File: src/rtl/lockin_demod.sv
// lockin_demod: PWM-synchronous lock-in demodulator that sums ADC samples per PWM phase over 2**PERIODS_LOG2 periods.
// Optional feature macro LOCKIN_DEMOD_BLANK_EN drops BLANK_SAMPLES valid samples after every PWM edge.
module lockin_demod #(
  parameter int DATA_W        = 12,
  parameter int PERIODS_LOG2  = 3,
  parameter int ACC_W         = 32,
  parameter int CNT_W         = 16,
  parameter int BLANK_SAMPLES = 2
) (
  input  logic                  clk,
  input  logic                  reset,
  input  logic                  sample_valid,
  input  logic [DATA_W-1:0]     sample_data,
  input  logic                  pwm_ref,
  output logic                  demod_valid,
  output logic signed [ACC_W:0] demod_out,
  output logic [CNT_W-1:0]      on_count,
  output logic [CNT_W-1:0]      off_count,
  output logic                  overflow
);

  typedef enum logic [1:0] {IDLE = 2'd0, ACCUM = 2'd1, DONE = 2'd2} state_t;

  localparam logic [PERIODS_LOG2-1:0] PER_LAST = {PERIODS_LOG2{1'b1}};

  if (ACC_W < DATA_W || PERIODS_LOG2 < 1 || BLANK_SAMPLES < 0) begin : g_bad_cfg
    $error("lockin_demod: ACC_W must cover DATA_W, PERIODS_LOG2 >= 1, BLANK_SAMPLES >= 0");
  end

  state_t                  state_r;
  logic                    pwm_meta_r;
  logic                    pwm_s_r;
  logic                    pwm_d_r;
  logic [PERIODS_LOG2-1:0] period_cnt_r;
  logic [ACC_W-1:0]        on_sum_r;
  logic [ACC_W-1:0]        off_sum_r;
  logic [CNT_W-1:0]        on_cnt_r;
  logic [CNT_W-1:0]        off_cnt_r;
  logic                    ovf_frame_r;

  logic             rise_s;
  logic             close_s;
  logic             take_s;
  logic [ACC_W:0]   sample_ext_s;
  logic [ACC_W:0]   add_s;
  logic [ACC_W-1:0] on_sum_nx_s;
  logic [ACC_W-1:0] off_sum_nx_s;
  logic [ACC_W-1:0] sel_sum_s;
  logic [ACC_W-1:0] sum_sat_s;
  logic [CNT_W-1:0] on_cnt_nx_s;
  logic [CNT_W-1:0] off_cnt_nx_s;
  logic [CNT_W-1:0] sel_cnt_s;
  logic [CNT_W-1:0] cnt_sat_s;
  logic             ovf_nx_s;

  assign rise_s       = pwm_s_r & ~pwm_d_r;
  assign close_s      = (state_r == ACCUM) & rise_s & (period_cnt_r == PER_LAST);
  assign sample_ext_s = {{(ACC_W + 1 - DATA_W){1'b0}}, sample_data};

`ifdef LOCKIN_DEMOD_BLANK_EN
  localparam int                 BLANK_W = $clog2(BLANK_SAMPLES + 2);
  localparam logic [BLANK_W-1:0] BLANK_N = BLANK_W'(BLANK_SAMPLES);

  logic [BLANK_W-1:0] blank_cnt_r;
  logic [BLANK_W-1:0] blank_left_s;

  // A sample arriving on the edge cycle is already post-edge, so it is the first one blanked.
  assign blank_left_s = (pwm_s_r ^ pwm_d_r) ? BLANK_N : blank_cnt_r;
  assign take_s       = sample_valid & (blank_left_s == '0);

  // Blank counter: reloaded by every PWM edge, decremented per discarded valid sample.
  always_ff @(posedge clk) begin
    if (reset) begin
      blank_cnt_r <= '0;
    end else if (sample_valid && (blank_left_s != '0)) begin
      blank_cnt_r <= blank_left_s - BLANK_W'(1);
    end else begin
      blank_cnt_r <= blank_left_s;
    end
  end
`else
  assign take_s = sample_valid;
`endif

  // PWM synchroniser plus edge-detect flop.
  always_ff @(posedge clk) begin
    if (reset) begin
      pwm_meta_r <= 1'b0;
      pwm_s_r    <= 1'b0;
      pwm_d_r    <= 1'b0;
    end else begin
      pwm_meta_r <= pwm_ref;
      pwm_s_r    <= pwm_meta_r;
      pwm_d_r    <= pwm_s_r;
    end
  end

  // Next sums/counts: a closing edge starts the new frame from zero before its own sample is applied.
  always_comb begin
    on_sum_nx_s  = close_s ? '0 : on_sum_r;
    off_sum_nx_s = close_s ? '0 : off_sum_r;
    on_cnt_nx_s  = close_s ? '0 : on_cnt_r;
    off_cnt_nx_s = close_s ? '0 : off_cnt_r;
    ovf_nx_s     = close_s ? 1'b0 : ovf_frame_r;
    sel_sum_s    = pwm_s_r ? on_sum_nx_s : off_sum_nx_s;
    sel_cnt_s    = pwm_s_r ? on_cnt_nx_s : off_cnt_nx_s;
    add_s        = {1'b0, sel_sum_s} + sample_ext_s;
    sum_sat_s    = add_s[ACC_W] ? {ACC_W{1'b1}} : add_s[ACC_W-1:0];
    cnt_sat_s    = (&sel_cnt_s) ? sel_cnt_s : sel_cnt_s + CNT_W'(1);
    if (take_s) begin
      ovf_nx_s = ovf_nx_s | add_s[ACC_W] | (&sel_cnt_s);
      if (pwm_s_r) begin
        on_sum_nx_s = sum_sat_s;
        on_cnt_nx_s = cnt_sat_s;
      end else begin
        off_sum_nx_s = sum_sat_s;
        off_cnt_nx_s = cnt_sat_s;
      end
    end else begin
      ovf_nx_s = ovf_nx_s;
    end
  end

  // Frame FSM and result registers; DONE is the one cycle in which demod_valid is high.
  always_ff @(posedge clk) begin
    if (reset) begin
      state_r      <= IDLE;
      period_cnt_r <= '0;
      on_sum_r     <= '0;
      off_sum_r    <= '0;
      on_cnt_r     <= '0;
      off_cnt_r    <= '0;
      ovf_frame_r  <= 1'b0;
      demod_valid  <= 1'b0;
      demod_out    <= '0;
      on_count     <= '0;
      off_count    <= '0;
      overflow     <= 1'b0;
    end else begin
      demod_valid <= 1'b0;
      case (state_r)
        IDLE: begin
          if (rise_s) begin
            state_r      <= ACCUM;
            period_cnt_r <= '0;
            on_sum_r     <= '0;
            off_sum_r    <= '0;
            on_cnt_r     <= '0;
            off_cnt_r    <= '0;
            ovf_frame_r  <= 1'b0;
          end else begin
            state_r <= IDLE;
          end
        end
        ACCUM, DONE: begin
          on_sum_r    <= on_sum_nx_s;
          off_sum_r   <= off_sum_nx_s;
          on_cnt_r    <= on_cnt_nx_s;
          off_cnt_r   <= off_cnt_nx_s;
          ovf_frame_r <= ovf_nx_s;
          if (close_s) begin
            state_r      <= DONE;
            period_cnt_r <= '0;
            demod_valid  <= 1'b1;
            demod_out    <= {1'b0, on_sum_r} - {1'b0, off_sum_r};
            on_count     <= on_cnt_r;
            off_count    <= off_cnt_r;
            overflow     <= ovf_frame_r;
          end else begin
            state_r <= ACCUM;
            if (rise_s) begin
              period_cnt_r <= period_cnt_r + PERIODS_LOG2'(1);
            end else begin
              period_cnt_r <= period_cnt_r;
            end
          end
        end
        default: begin
          state_r <= IDLE;
        end
      endcase
    end
  end

endmodule
File: config.mk
export PLATFORM = sky130hd
export DESIGN_NAME = lockin_demod
export DESIGN_NICKNAME = d
export VERILOG_FILES = /design/src/rtl/lockin_demod.sv
export SDC_FILE = /design/constraint.sdc
export NUM_CORES = 1
export LEC_CHECK = 0
export CORE_AREA = 2 2 160 162
export CTS_CLUSTER_SIZE = 8
export DETAILED_ROUTE_END_ITERATION = 8
export DIE_AREA = 0 0 162 164
export PLACE_DENSITY = 0.71
export SKIP_CTS_REPAIR_TIMING = 1
export SYNTH_ARGS = -nofsm -noshare
export SYNTH_HDL_FRONTEND = slang
export SYNTH_SLANG_ARGS = --single-unit
File: constraint.sdc
create_clock -name clk -period 12.6 [get_ports clk]
set_clock_uncertainty 0.15 [all_clocks]
set_input_delay 2.52 -clock clk [delete_from_list [all_inputs] [get_ports clk]]
set_output_delay 2.52 -clock clk [all_outputs]
set_load 0.01 [all_outputs]
* Word level (Yosys, flattened, before mapping)
Cells that the tools add are included.
** Word-level totals
- Logic and storage cells :: 73
- Flip-flop bits (word level) :: 172
** Operators by class
- Equal/unequal tests :: 5
- Add/subtract/negate cells :: 4
- Muxes and demuxes :: 34
- Reductions and logical operators :: 8
- Bitwise gates (word level) :: 7
** Operators with widths (count)
- $mux 32 :: 9
- $mux 16 :: 9
- $pmux 32 s2 :: 2
- $pmux 16 s2 :: 2
- $add 32x12->33 :: 1
- $sub 32x32->33 :: 1
- $add 16x1->16 const B :: 1
- $reduce_and 16->1 :: 1
- $mux 3 :: 3
- $pmux 3 s2 :: 1
- $mux 1 :: 5
- $pmux 2 s2 :: 1
- $reduce_and 2->1 :: 2
- $reduce_or 2->1 :: 2
- $add 3x1->3 const B :: 1
- $and 1x1->1 :: 3
- $eq 3x3->1 const B :: 1
- $ne 3x3->1 const B :: 1
- $reduce_and 3->1 :: 1
- $eq 2x1->1 const B :: 1
- $eq 2x2->1 const B :: 1
- $logic_not 2->1 :: 1
- $mux 2 :: 1
- $ne 2x2->1 const B :: 1
- other kinds (4) :: 6

* Longest topological paths before layout
- Word-level depth :: 11
- Gate-level depth with buffers :: 22

* Worst setup path before layout
Ideal clock, no wire load.
- Path kind :: input to register
- Start :: input sample_data[6]
- End :: register on_sum_r[17]
- Arrival :: 4.725 ns
- Stages :: 10
- Buffers on the path :: 0
- Path slack :: 7.609 ns
- Setup time :: 0.116 ns
- Cells stage by stage :: ha_1 a21o_1 a21oi_1 nor2_1 or4b_1 o21ai_1 or3_1 xor2_1 nand3b_1 a31o_2
** On the way
- Cells in the longest elaborated chain, start to end :: 5
** Ends and longest elaborated chain
- start, declared :: RTL line 13 : input logic [DATA_W-1:0] sample_data,
- $add 32x12->33 :: RTL line 107 : add_s = {1'b0, sel_sum_s} + sample_ext_s;
- $mux 32 :: RTL line 108 : sum_sat_s = add_s[ACC_W] ? {ACC_W{1'b1}} : add_s[ACC_W-1:0];
- $mux 32 :: RTL line 112 : if (pwm_s_r) begin
- $mux 32 :: RTL line 110 : if (take_s) begin
- $pmux 32 s2 :: RTL line 141 : case (state_r)
- end signal, assigned :: RTL line 156 : on_sum_r <= on_sum_nx_s;
- end, declared :: RTL line 35 : logic [ACC_W-1:0] on_sum_r;
Every way passes these cells.
A chain may end at the register's enable or synchronous reset.

* Final worst setup path
- Start :: input sample_data[0]
- End :: register off_sum_r[26]
** On the way
- Cells in the longest elaborated chain, start to end :: 5
** Ends and longest elaborated chain
- $add 32x12->33 :: RTL line 107
- $mux 32 :: RTL line 108
- $mux 32 :: RTL line 112
- $mux 32 :: RTL line 110
- $pmux 32 s2 :: RTL line 141
- end signal, assigned :: RTL line 157 : off_sum_r <= off_sum_nx_s;
- end, declared :: RTL line 36 : logic [ACC_W-1:0] off_sum_r;
Every way passes these cells.

==> impl_metrics.toml <==
[critical_path]
worst_r2r_endpoint = "on_sum_r[31]$_SDFFE_PP0P_"
path_buf_inv = 2
required_ns = 12.82
start_kind = "primary input"
worstSetupPathType = "primary input to flip-flop"
cp.arrival_ns = 5.91
rr_startpoint = "pwm_s_r$_SDFF_PP0_"
cpMostUsedCell = "a21oi_1"
slowest_stage = "nand2_1"
rr_worst_depth = 15
crit_family = "compound AO/OA/AOI/OAI gates"
cp_max_fo = 14
cp_cell_sequence = "clkdlybuf4s50_1 -> ha_1 -> inv_1 -> fa_1 -> nor2b_1 -> o21ai_0 -> a21oi_1 -> o21ai_1 -> a21oi_2 -> nand3_2 -> nand2_1 -> o221ai_1 -> a21oi_1"
startpoint = "sample_data[0]"
crit_end = "off_sum_r[26]$_SDFFE_PP0P_"
r2r_slack_ns = 7.66
end_kind = "flip-flop"
cp_num_cells = 13
cp_slowest_stage_delay_ns = 0.54

[clock_tree]
cts_buffers = 17
insertion_delay_ns = 0.45
htreeDepth = 4
numClockSinks = 172
cts_buffer_depth = 2
root_buffer = "clkbuf_16"
clk_pin_slew_ns = 0.07
cts_tree = "built"

[sta]
final.period_utilization_pct = 45.22
slew_headroom_pct = 21.51
min_period_ns = 5.698
rsz0062_at_grt = "no"
slew_violations = 0
setup_tns_ns = 0
final-hold-violation-count = 0
setup_violations = 0
fmax_ghz = 0.1755
tightestPinTransition_ns = 1.173

[synthesis]
ys_async_sr_fraction_pct = 0
syn-cell-area_um2 = 10500
synth_seq_area_share_pct = 32.79
synth_cell_types = 82
synth_edf_count = 0
synth-seq-cells = 172
syn_avg_cell_area_um2 = 7.632
synthFlopType = "dfxtp_1"
yosys_warnings = 0
synthesis.nets = 1444
synth_cells = 1376

[floorplanning]
dieWidth_um = 162
die_y_um = 164
pin_count = 83
die_area_um2 = 26570
core-area_um2 = 24820
num_rows = 58
initial_core_util_pct = 42.31

[detailed_routing]
drt-wirelength-per-cell_um = 17.68
antenna_left = 0
viasPerCell = 5.719
firstDrtPassIters = 5
vias = 10036
wl_um = 31030
route.detailed.drc = 0
initialDrtViolationCount = 776

[final_layout]
drive_above_1_share_pct = 6.035
area_growth_pct = 15.60
stdcell_count = 1755
nFillCells = 2487
n_antenna_cell = 0
nets = 1480
fin_area_um2 = 12140
seq_area_um2 = 3447
multi_input_area_um2 = 6491

[grt]
gr-total-overflow = 0
grt_max_degree = 80
grt_antenna_before_repair = 0
track_usage_pct = 23.46
grt_pass1_wl_um = 49850
grt_pass1_vias = 9489

[power]
pwr-share-comb_pct = 6.7
p_leak_nw = 4.316
report.power.total_mw = 1.201
switching_share_pct = 26.77
p_int_mw = 0.8798
cellPowerDensity_nw_per_um2 = 98.97
seq_power_share_pct = 45.6
p_clk_share_pct = 47.7
p_sw_mw = 0.3216
ir_drop_mv = 0.07517

[hold_path]
hold_depth = 2
holdCritPathClass = "flip-flop to flip-flop"

[run]
maxCapViolCount = 0

[place]
placed_area_um2 = 11500
portBuffers = 82
placed_cells = 1723
gp_congestion = 0.9480
place_hpwl_um = 22090

[run_status]
status = "complete, no violations"
==> cell usage in the layout (no fill, tap or decap), types with 6 or more instances in the layout <==
| cell type | instances |
|---|---|
| mux2i_1 | 27 |
| or3_1 | 13 |
| nand4_1 | 9 |
| o21a_1 | 11 |
| nand2b_1 | 6 |
| nand3b_1 | 10 |
| o21ai_0 | 69 |
| and2_1 | 10 |
| buf_4 | 15 |
| a21oi_1 | 159 |
| a31oi_1 | 12 |
| nor3_1 | 22 |
| a22oi_1 | 26 |
| a22o_1 | 13 |
| o22ai_1 | 13 |
| nand2_1 | 228 |
| a21o_1 | 17 |
| xor2_1 | 17 |
| ha_1 | 50 |
| clkbuf_16 | 17 |
| o21ai_1 | 15 |
| a211oi_1 | 9 |
| dfxtp_1 | 171 |
| clkdlybuf4s50_1 | 81 |
| nand3_1 | 35 |
| nor2b_1 | 27 |
| inv_1 | 59 |
| or2_2 | 6 |
| nor2_1 | 108 |
| xnor2_1 | 33 |
| inv_8 | 6 |
| o31ai_1 | 7 |
| and3_1 | 7 |
==> registers in the layout, indices dropped and copies added, names as in the netlist <==
name,cells
demod_out,33
demod_valid,1
off_cnt_r,16
off_count,16
off_sum_r,32
on_cnt_r,16
on_count,16
on_sum_r,32
overflow,1
ovf_frame_r,1
period_cnt_r,3
pwm_d_r,1
pwm_meta_r,1
pwm_s_r,1
state_r,2
==> metal layers <==
layer	global-route usage [%]	vias up	wire, um
li1	-	4934	-
met1	32.11	4752	14590
met2	37.33	298	13970
met3	3.864	52	1662
met4	8.528	0	809
met5	0	-	0
==> worst register-to-register path, stage by stage (launching register included) <==
cell	delay, ns
dfxtp_4	0.69
buf_4	0.68
nand4b_1	0.22
buf_4	0.25
and2_1	0.22
inv_1	0.09
fa_1	0.19
nor2b_1	0.06
o21ai_0	0.21
a21oi_1	0.14
o21ai_1	0.56
a21oi_2	0.23
nand3_2	0.22
nand3_1	0.42
o311ai_1	0.42
nand2_1	0.08
==> worst min path at each step <==
stage	from	end
2_1_floorplan	pwm_meta_r$_SDFF_PP0_	pwm_s_r$_SDFF_PP0_
3_3_place_gp	pwm_meta_r$_SDFF_PP0_	pwm_s_r$_SDFF_PP0_
3_5_place_dp	pwm_meta_r$_SDFF_PP0_	pwm_s_r$_SDFF_PP0_
4_1_cts	pwm_meta_r$_SDFF_PP0_	pwm_s_r$_SDFF_PP0_
5_1_grt	pwm_meta_r$_SDFF_PP0_	pwm_s_r$_SDFF_PP0_
6_report	demod_out[12]$_SDFFE_PP0P_	demod_out[12]$_SDFFE_PP0P_
==> power by group through the flow <==
stage               Combinational (mW)  Sequential (mW)  Clock (mW)
finish                          0.0810            0.547       0.573
global route                    0.0879            0.547       0.602
CTS                             0.0801            0.547       0.578
detailed placement              0.0795            0.560           0
global placement                0.0792            0.560           0
floorplan                       0.0577            0.558           0
==> through the flow <==
stage | utilization, % | hold WS, ns | setup slack [ns]
global route | 48.91 | 0.3185 | 6.610
detailed placement | 46.32 | 0.2843 | 6.513
global placement | 46.32 | 0.2829 | 6.639
CTS | 48.91 | 0.3042 | 6.958
floorplan | - | 0.2638 | 7.609
finish | 48.91 | 0.3022 | 6.902
==> area by class of cell <==
type	count	area share, %
Clock buffer	17	3.504
Clock inverter	15	1.793
Inverter	59	1.824
Multi-Input combinational cell	1066	53.47
Sequential cell	172	28.40
Tap cell	330	3.401
Timing Repair Buffer	96	7.607
==> cells by family (layout without fill, tap and decap cells) <==
group                      count (synthesis)  in the layout  synth area share (%)
and+or+nand+nor                          514            514                 22.95
DFF                                      172            172                 32.79
muxes                                     33             33                 3.205
adders and majority gates                 52             52                 6.339
buffers and inverters                    138            187                 5.540
AOI/OAI and AO/OA                        417            417                 25.01
xor gates and xnor gates                  50             50                 4.170
==> synth_stat cells, types with 7 or more instances <==
cell type | n | share of area [%]
or3_1 | 13 | 0.77
o31ai_1 | 7 | 0.50
xor2_1 | 17 | 1.4
a21o_1 | 17 | 1.2
clkbuf_1 | 54 | 1.9
a31oi_1 | 12 | 0.71
and2_1 | 10 | 0.60
buf_2 | 12 | 0.57
nor2b_1 | 27 | 1.6
nand2_1 | 228 | 8.1
dfxtp_1 | 172 | 33
o21ai_0 | 70 | 3.3
a22oi_1 | 26 | 1.9
nor3_1 | 22 | 1.0
and3_1 | 7 | 0.42
nor2_1 | 109 | 3.9
nand3_1 | 35 | 1.7
o22ai_1 | 13 | 0.77
ha_1 | 50 | 6.0
mux2i_1 | 28 | 2.7
xnor2_1 | 33 | 2.8
o21ai_1 | 15 | 0.71
o21a_1 | 11 | 0.79
nand4_1 | 9 | 0.54
a22o_1 | 13 | 1.1
a21oi_1 | 159 | 7.6
inv_1 | 59 | 2.1
a211oi_1 | 9 | 0.64
nand3b_1 | 10 | 0.71
Power figures use the tool's default switching activity.
